===== config.mk =====
export PLATFORM = sky130hd
export DESIGN_NAME = shift_reg_ctrl
export DESIGN_NICKNAME = d
export VERILOG_FILES = /design/src/rtl/shift_reg_pkg.sv /design/src/rtl/bit_down_counter.sv /design/src/rtl/shift_reg_ctrl.sv
export SDC_FILE = /design/constraint.sdc
export NUM_CORES = 1
export LEC_CHECK = 0
export CORE_MARGIN = 2
export CORE_UTILIZATION = 48
export CTS_BUF_LIST = sky130_fd_sc_hd__clkbuf_16
export CTS_CLUSTER_DIAMETER = 40
export DETAILED_ROUTE_END_ITERATION = 7
export GPL_TIMING_DRIVEN = 0
export PLACE_DENSITY = 0.82
export SETUP_SLACK_MARGIN = 0.2
export SKIP_CTS_REPAIR_TIMING = 1
export SYNTH_ARGS = -nofsm -noshare
export SYNTH_HDL_FRONTEND = slang
export SYNTH_SLANG_ARGS = --single-unit

===== constraint.sdc =====
create_clock -name clk -period 1.9 [get_ports clk]
set_input_delay 0.19 -clock clk [delete_from_list [all_inputs] [get_ports clk]]
set_output_delay 0.19 -clock clk [all_outputs]
set_load 0.02 [all_outputs]

===== src/rtl/shift_reg_pkg.sv =====
// shift_reg_pkg: shared state encoding and default width for the shift register controller
package shift_reg_pkg;
  localparam int N_DEF = 4;
  typedef enum logic [1:0] {
    IDLE    = 2'd0,
    SHIFT   = 2'd1,
    CAPTURE = 2'd2,
    DONE    = 2'd3
  } state_t;
endpackage


===== src/rtl/bit_down_counter.sv =====
// bit_down_counter: loadable down-counter with enable and zero/one flags
module bit_down_counter #(
  parameter int W = 3
) (
  input  logic         clk,
  input  logic         rst,
  input  logic         load,
  input  logic         en,
  input  logic [W-1:0] value,
  output logic         zero,
  output logic         one
);
  logic [W-1:0] cnt;
  // Saturates at zero so the count never wraps.
  always_ff @(posedge clk or negedge rst)
    if (!rst) cnt <= '0;
    else if (load) cnt <= value;
    else if (en && cnt != '0) cnt <= cnt - 1'b1;
  assign zero = cnt == '0;
  assign one  = cnt == W'(1);
endmodule


===== src/rtl/shift_reg_ctrl.sv =====
// shift_reg_ctrl: serialises a handshaked word MSB-first into a shift register and checks the loopback
module shift_reg_ctrl
  import shift_reg_pkg::*;
#(
  parameter int N  = N_DEF,
  parameter int CW = $clog2(N + 1)
) (
  input  logic         clk,
  input  logic         rst,
  input  logic         in_valid,
  output logic         in_ready,
  input  logic [N-1:0] in_data,
  input  logic         pause,
  output logic         sr_ce,
  output logic         sr_d,
  input  logic [N-1:0] sr_q,
  output logic         busy,
  output logic         done,
  output logic [N-1:0] rdata,
  output logic         match
);
  localparam logic [CW-1:0] N_LOAD = CW'(N);
  state_t       state;
  logic [N-1:0] word, shadow;
  logic         accept, step, cnt_zero, cnt_one;
  assign accept = state == IDLE && in_valid;
  assign step   = state == SHIFT && !pause;
  bit_down_counter #(.W(CW)) u_cnt (
    .clk   (clk),
    .rst   (rst),
    .load  (accept),
    .en    (step),
    .value (N_LOAD),
    .zero  (cnt_zero),
    .one   (cnt_one)
  );
  always_ff @(posedge clk or negedge rst)
    if (!rst) begin
      state  <= IDLE;
      word   <= '0;
      shadow <= '0;
      rdata  <= '0;
      match  <= 1'b0;
    end else begin
      case (state)
        IDLE:
          if (in_valid) begin
            word   <= in_data;
            shadow <= in_data;
            state  <= SHIFT;
          end
        SHIFT:
          if (!pause) begin
            word <= word << 1;
            if (cnt_one || cnt_zero) state <= CAPTURE;
          end
        CAPTURE: begin
          rdata <= sr_q;
          match <= sr_q == shadow;
          state <= DONE;
        end
        default: state <= IDLE;
      endcase
    end
  assign in_ready = state == IDLE;
  assign busy     = state != IDLE;
  assign done     = state == DONE;
  assign sr_ce    = step;
  assign sr_d     = word[N-1];
endmodule


---- After elaboration in Yosys (flattened, before gate mapping) ----
Cells that the tools add are included.
operators by class
  add/sub/neg operators ................... 1
  equal/unequal tests ..................... 8
  mux-type cells .......................... 9
  reduce and logical (&&, ||, !) cells .... 14
operator list
  kind                                                                     number
  4-bit two-way mux                                                        2
  4-bit one-hot mux with 2 select lines                                    1
  2-bit two-way mux                                                        3
  3-bit two-way mux                                                        2
  2-bit one-hot mux with 3 select lines                                    1
  3-bit AND reduction                                                      2
  2-bit nonzero test                                                       3
  2-bit == test, second input constant                                     2
  4-bit == test                                                            1
  2-bit inequality test, second input constant                             2
  3-bit by 1-bit == test with 1-bit output, second input constant          1
  1-bit logical AND                                                        3
  3-bit zero test                                                          1
  3-bit nonzero test                                                       1
  3-bit by 1-bit subtractor with 3-bit output, second input constant       1
  2-bit by 1-bit == test with 1-bit output, second input constant          1
  2-bit zero test                                                          1
  2-bit by 1-bit inequality test with 1-bit output, second input constant  1
  2-bit AND reduction                                                      1
  1-bit zero test                                                          1
  1-bit logical OR                                                         1
storage, ports and cells
  register bits after elaboration ......... 18
  input bits .............................. 12
  output and inout port bits .............. 10
  word-level logic and storage cells ...... 38

---- Depth between registers and ports, before layout ----
Gate-level depths: netlist of run 1.
  word-level depth ........................ 5
  depth in mapped cells ................... 6
  mapped depth without buffers ............ 5

---- By module ----
From an unflattened synthesis of run 1, not the netlist that was laid out.
unflattened totals
  cell total of the unflattened synthesis .. 85
  area, all modules ....................... 997.2 µm²
modules (own cells, without submodules)
  module            times used  cells each  area each (µm²)  sequential area each (µm²)
  shift_reg_ctrl    1           60          772.0            375.4
  bit_down_counter  1           25          225.2            75.1

---- Least setup slack after synthesis of run 1 ----
Ideal clock, no wire load.
  path kind ............................... register to register
  from .................................... register state[0]
  to ...................................... register state[1]
  setup time .............................. 128 ps
  data arrival time ....................... 1,545 ps
  required time ........................... 1,772 ps
  setup slack ............................. 228 ps
  stages on the path, launching flop included .. 6
  buffers on the path ..................... 0
  period minus slack after synthesis ...... 1,672 ps
  path through ............................ dfrtp_1 -> inv_1 -> ha_1 -> and2b_4 -> a211oi_2 -> mux2_1
on the way
  longest elaborated chain between the ends .. 3
  elaborated cells on any way between the ends .. 8
  classes of those cells .................. eq/ne (5); mux (1); reduce/logical (2)
RTL lines
  what                             line                  source
  from (decl)                      shift_reg_ctrl.sv:23  state_t state;
  from (signal assigned)           shift_reg_ctrl.sv:39  state <= IDLE;
  from (signal assigned)           shift_reg_ctrl.sv:50  state <= SHIFT;
  from (signal assigned)           shift_reg_ctrl.sv:55  if (cnt_one || cnt_zero) state <= CAPTURE;
  2-bit zero test *                --
  net in_ready                     shift_reg_ctrl.sv:11  output logic in_ready,
  2-bit inequality test (no line)  --
  3-bit AND reduction (no line)    --
The timed path passes the listed nets; every way through them passes the cells marked *.
A chain may end at the register's enable or synchronous reset.

---- Worst setup path after layout of run 1 ----
  from .................................... register state[0]
  to ...................................... output done
on the way
  longest elaborated chain between the ends .. 1
RTL lines
  what           line                  source
  2-bit == test  shift_reg_ctrl.sv:67  assign done = state == DONE;
  to (decl)      shift_reg_ctrl.sv:18  output logic done,
Every way passes these cells.

==> results by group, run 1 <==
Worst setup path
  • Worst setup EP type: primary output
  • CP Class: reg -> out
  • CP Launch Type: flop
  • Worst path slowest cell: clkdlybuf4s50_1
  • Slowest stage delay, CP: 0.53 ns
  • CP Cell Sequence: buf_4 -> ha_1 -> clkdlybuf4s50_1
  • CP arrival: approximately 1.5 ns
  • Crit path max fanout: 3
  • Worst EP required: around 1.7 ns

Hold path
  • Worst hold path class: in -> async

GRT
  • Largest net degree at the start of global routing: 19
  • GRT Overall Usage: 16.9%
  • Vias in the first global route: 693
  • Antenna violations before repair: 0
  • Total grt overflow: 0
  • Global-route wire length before repair: 3060 um

Floorplanning
  • I/O Pins: 22
  • Initial Utilization: 50.2%
  • Row count: 16
  • Die area: 2380 um2
  • Core area: 1920 um2
  • Die Wd: 48.8 um
  • Die Ht: 48.8 um

STA
  • RSZ-0062 raised after global routing: yes
  • Max-slew violation count: 0
  • Slew headroom: 47.4%
  • Min cycle time layout: about 1.7 ns
  • Max Fclk: approximately 590 MHz
  • # setup viols final: 0
  • Final worst-path cycle share: 88.7%
  • Setup TNS Final: 0 ns
  • PnR worst setup slack: 0.214 ns
  • Layout Skew: around 0.0017 ns
  • Worst Tran Pin Value: 0.786 ns
  • Final Hold Fails: 0
  • Final hold slack: 0.406 ns

Synth
  • Synth Warn #: 0
  • Post-synthesis sequential area ratio: 46.7%
  • Post-synthesis cell area: 965 um2
  • Syn_area_per_cell: 12.4 um2
  • Cell variety after synth: 26
  • Post-synth EDFFs: 0
  • Async set-or-reset flop fraction in the synthesized netlist: 100%
  • Synth top area cells: dfrtp_1 (47%), mux2_2 (18%), ha_1 (9.1%), xor2_1 (3.6%), inv_1 (3.1%)
  • Synth Register Bits: 18
  • Largest area contributor in the netlist: dfrtp_1
  • Syn nets: 97
  • Yosys top cell area share: 46.7%
  • Top FF cell, synth: dfrtp_1
  • Mapped Cells: 78

Detailed routing
  • Via count: between 600 and 700
  • DR iter-0 viols: 7
  • Number of iterations in the first detailed-routing pass: 4
  • Antenna-violating nets left: 0
  • Residual DRC: 0
  • Average wire per standard cell: 13.3 um
  • Routed vias/inst: 5.02
  • WL final: 1750 um

Finish
  • Diode count: 0
  • Area delta synth->final: 36.8%
  • Layout Cells excl Fill: around 130
  • Nets: 125
  • Layout cell share with drive strength beyond 1: 25.7%

Place
  • Port Buffer Count: 21
  • Placer Congestion: about 0.7
  • Pre-CTS WS: about 0.14 ns
  • Post-Place Cells: 126
  • Dpl hpwl: 1310 um

Power
  • Leak: approximately 0.61 nW
  • Peak VDD IR: 0.00113 V
  • Pwr per Cell Area: between 1500 and 2000 nW/um2

Clock network
  • CTS tree: yes
  • Total CTS buffers: 3
  • Clk Tree Root Cell: clkbuf_16
  • CTS max path bufs: 2
  • Worst-Skew Late Latency: 0.24 ns
  • Num Clock Sinks: 18
  • Worst-path clk slew: 0.05 ns
  • H-tree depth: 1

Flow run
  • Max-cap violation count: 0

Status
  • Status: finished, final reports clean
==> path summary, 6_finish.rpt <==
| check | start | to | slack [ns] | cells after the start |
|---|---|---|---|---|
| worst max-delay path | state[0] | done | 0.21 | 3 |
| worst min-delay path | rst | rdata[0] | 0.41 | 1 |
| worst max register to register | state[0] | word[3] | 0.27 | 5 |
| worst min register to register | rdata[3] | rdata[3] | 0.50 | 1 |
| max in group asynchronous | rst | u_cnt.cnt[2] | 1.00 | 1 |
| min in group clk | rdata[3] | rdata[3] | 0.50 | 1 |
==> layer usage <==
metal | vias to the layer above | global-route usage (%) | routed length, um
li1 | 318 | - | -
met1 | 333 | 19.8 | 734
met2 | 8 | 29.7 | 955
met3 | 4 | 2.76 | 37
met4 | 0 | 8.57 | 23
met5 | - | 0 | 0
==> where the power goes <==
group	switching, mW	total, mW	internal, mW
Clock	0.128	0.407	0.279
Sequential	0.114	0.694	0.580
Combinational	0.553	1.19	0.633
==> cell families after synthesis <==
logic type,Yosys count,synth area share [%]
mux,17,19.7
flops,18,46.7
compound gates,8,5.71
simple gates,14,10.5
fa+ha+maj,7,9.08
xor+xnor,4,3.63
buf+inv,10,4.67
==> state kept, by name (all words and copies together), names as in the netlist <==
register   count
match          1
rdata          4
shadow         4
state          2
u_cnt.cnt      3
word           4
==> cells in the mapped netlist, drive strengths merged (2+ instances only) <==
| master | n |
|---|---|
| dfrtp | 18 |
| mux2 | 16 |
| inv | 8 |
| ha | 7 |
| o21ai | 4 |
| xor2 | 4 |
| a21boi | 2 |
| nor2 | 2 |
| or3 | 2 |
==> per-stage QoR <==
step	utilization [%]	total power, mW	cell area [um2]
after floorplan	-	1.46	965
after global placement	62.9	1.77	1210
after detailed placement	62.9	1.83	1210
after CTS	67.0	2.26	1290
after global routing	68.7	2.46	1320
final	68.7	2.29	1320
==> layout make-up <==
| type | count | area [um2] |
|---|---|---|
| fill | 146 | 602 |
| multi-input combinational | 50 | 479 |
| sequential | 18 | 450 |
| timing repair buffer | 23 | 233 |
| clock buffer | 3 | 75.1 |
| tap | 27 | 33.8 |
| inverter | 8 | 30.0 |
| buffer | 2 | 15.0 |
| clock inverter | 1 | 3.75 |
==> cells in the final DEF (no fill, tap or decap) <==
cell type / instances
mux2_1: 1
a21boi_0: 1
mux2i_1: 1
a211oi_4: 1
or3_1: 2
o21ai_0: 4
a21boi_1: 1
nor3_4: 1
nand4b_1: 1
ha_1: 6
mux2_2: 15
nor2b_1: 1
dfrtp_1: 18
nand2_1: 1
nand3_1: 1
ha_2: 1
dlymetal6s2s_1: 3
nand2b_2: 1
and2_4: 1
clkbuf_1: 1
o21bai_1: 1
clkdlybuf4s50_1: 18
nor2_1: 2
inv_1: 8
buf_4: 2
xor2_1: 4
clkbuf_16: 3
and2b_4: 1
or4_1: 1
nor4_1: 1
buf_6: 1
clkinv_1: 1
==> worst max-delay path: cells and delay by family (launching register included) <==
family / cells / cell delay, ns
adder cells (fa/ha/maj): 1 / 0.18
buffers and inverters: 2 / 0.67
flip-flops: 1 / 0.40
No activity file was read; power rests on OpenSTA's default activity.
==> run 2, diff against run 1 <==
--- a/config.mk
+++ b/config.mk
@@ -6,14 +6,16 @@
 export NUM_CORES = 1
 export LEC_CHECK = 0
 export CORE_MARGIN = 2
-export CORE_UTILIZATION = 48
+export CORE_UTILIZATION = 45
 export CTS_BUF_LIST = sky130_fd_sc_hd__clkbuf_16
 export CTS_CLUSTER_DIAMETER = 40
 export DETAILED_ROUTE_END_ITERATION = 7
 export GPL_TIMING_DRIVEN = 0
-export PLACE_DENSITY = 0.82
+export HOLD_SLACK_MARGIN = 0.15
+export PLACE_DENSITY = 0.78
 export SETUP_SLACK_MARGIN = 0.2
 export SKIP_CTS_REPAIR_TIMING = 1
+export SLEW_MARGIN = 30
 export SYNTH_ARGS = -nofsm -noshare
 export SYNTH_HDL_FRONTEND = slang
 export SYNTH_SLANG_ARGS = --single-unit
==> results by group, run 2 (same netlist as run 1, synthesis figures left out) <==
Status
  • Status: finished, final reports clean

Floorplanning
  • Row count: 16
  • Die area: 2530 um2
  • Die Wd: 50.3 um
  • Initial Utilization: 48.2%
  • I/O Pins: 22
  • Core area: 2000 um2
  • Die Ht: 50.3 um

Detailed routing
  • Average wire per standard cell: 14.2 um
  • Via count: 680
  • Number of iterations in the first detailed-routing pass: 2
  • Residual DRC: 0
  • Routed vias/inst: between 5 and 6
  • WL final: between 1500 and 2000 um
  • DR iter-0 viols: 1
  • Antenna-violating nets left: 0

GRT
  • GRT Overall Usage: 16.9%
  • Antenna violations before repair: 0
  • Global-route wire length before repair: 3130 um
  • Vias in the first global route: 683
  • Largest net degree at the start of global routing: 19
  • Total grt overflow: 0

STA
  • # setup viols final: 0
  • Final worst-path cycle share: 89.0%
  • Layout Skew: 0.00266 ns
  • Max-slew violation count: 0
  • RSZ-0062 raised after global routing: yes
  • Worst Tran Pin Value: 0.795 ns
  • Final Hold Fails: 0
  • Slew headroom: between 40% and 50%
  • PnR worst setup slack: ~0.21 ns
  • Min cycle time layout: 1.69 ns
  • Max Fclk: about 590 MHz

Finish
  • Final core area utilization: 68.3%
  • Nets: 128
  • Most frequent cells in the layout: clkdlybuf4s50_1 (18), dfrtp_1 (18), mux2_2 (12)
  • Area delta synth->final: 41.6%
  • Filler instances: 156
  • Diode count: 0
  • Largest regs: rdata x4, shadow x4, word x4
  • Layout cell share with drive strength beyond 1: roughly 30%

Worst setup path
  • CP Launch Type: flop
  • CP Class: reg -> out
  • Worst setup EP type: primary output
  • Crit path max fanout: 3
  • Worst EP required: 1.71 ns
  • CP arrival: around 1.5 ns

Place
  • Pre-CTS WS: around 0.18 ns
  • Dpl hpwl: 1350 um
  • Port Buffer Count: 21
  • Placer Congestion: 0.741

Clock network
  • H-tree depth: 1
  • Worst-path clk slew: around 0.050 ns
  • Total CTS buffers: 3
  • Num Clock Sinks: 18
  • Worst-Skew Late Latency: 0.25 ns
  • CTS tree: yes
  • Clk Tree Root Cell: clkbuf_16
  • CTS max path bufs: 2

Power
  • Pwr per Cell Area: 1790 nW/um2
  • Peak VDD IR: around 0.0011 V
  • Leak: about 0.64 nW
  • Design Power: 2.44 mW

Flow run
  • Max-cap violation count: 0

Hold path
  • Worst hold path class: in -> async
## run 2: cell types whose count changed in the layout (fill, tap and decap cells not counted)
cell and delta:
ha_4 +1, buf_4 +3, ha_1 -1, mux2_2 -3, inv_1 -1, mux2_4 +3
inv_2 +1
## run 2: critical path, cell delays in order, from the launching register on
cell and delay, ns:
dfrtp_1 0.41, buf_4 0.15, ha_1 0.17, clkdlybuf4s50_1 0.53
## run 2: path summary, 6_finish.rpt
kind,from,endpoint,slack [ns],cells past startpoint
setup / recovery,state[1],done,0.21,3
min in group clk,rdata[0],rdata[0],0.51,1
max in group asynchronous,rst,u_cnt.cnt[1],1.00,1
setup reg to reg,state[1],word[1],0.24,6
hold / removal,rst,word[0],0.40,1
hold reg to reg,rdata[0],rdata[0],0.51,1
## run 2: layout make-up
cell class / count / area [um2] / share of cell area, %
buffer: 2 / 15.0 / 1.10
inverter: 8 / 30.0 / 2.20
clock buffer: 3 / 75.1 / 5.49
timing repair buffer: 26 / 255 / 18.7
tap: 27 / 33.8 / 2.47
multi-input combinational: 50 / 503 / 36.8
sequential: 18 / 450 / 33.0
clock inverter: 1 / 3.75 / 0.275
## run 2: through the flow
stage	setup TNS, ns	std cells	hold slack (ns)	cell area, um2
floorplan	0	78	-0.106	965
global placement	0	126	0.484	1210
detailed placement	0	126	0.500	1210
CTS	-0.106	130	0.450	1290
global route	0	135	0.491	1370
finish	0	135	0.405	1370
## run 2: where the power goes
group          internal [mW]  switching, mW  total, mW  leakage, nW
Clock                  0.280          0.140      0.420       0.0385
Sequential             0.580          0.123      0.703        0.217
Combinational          0.729          0.589       1.32        0.381
Total                   1.59          0.852       2.44        0.637
## run 2: routing by layer
metal	routed length [um]	GRT usage (%)	vias up
met4	16	6.76	0
li1	-	-	327
met2	999	28.5	15
met1	827	21.2	336
met5	0	0	-
met3	79	3.57	2
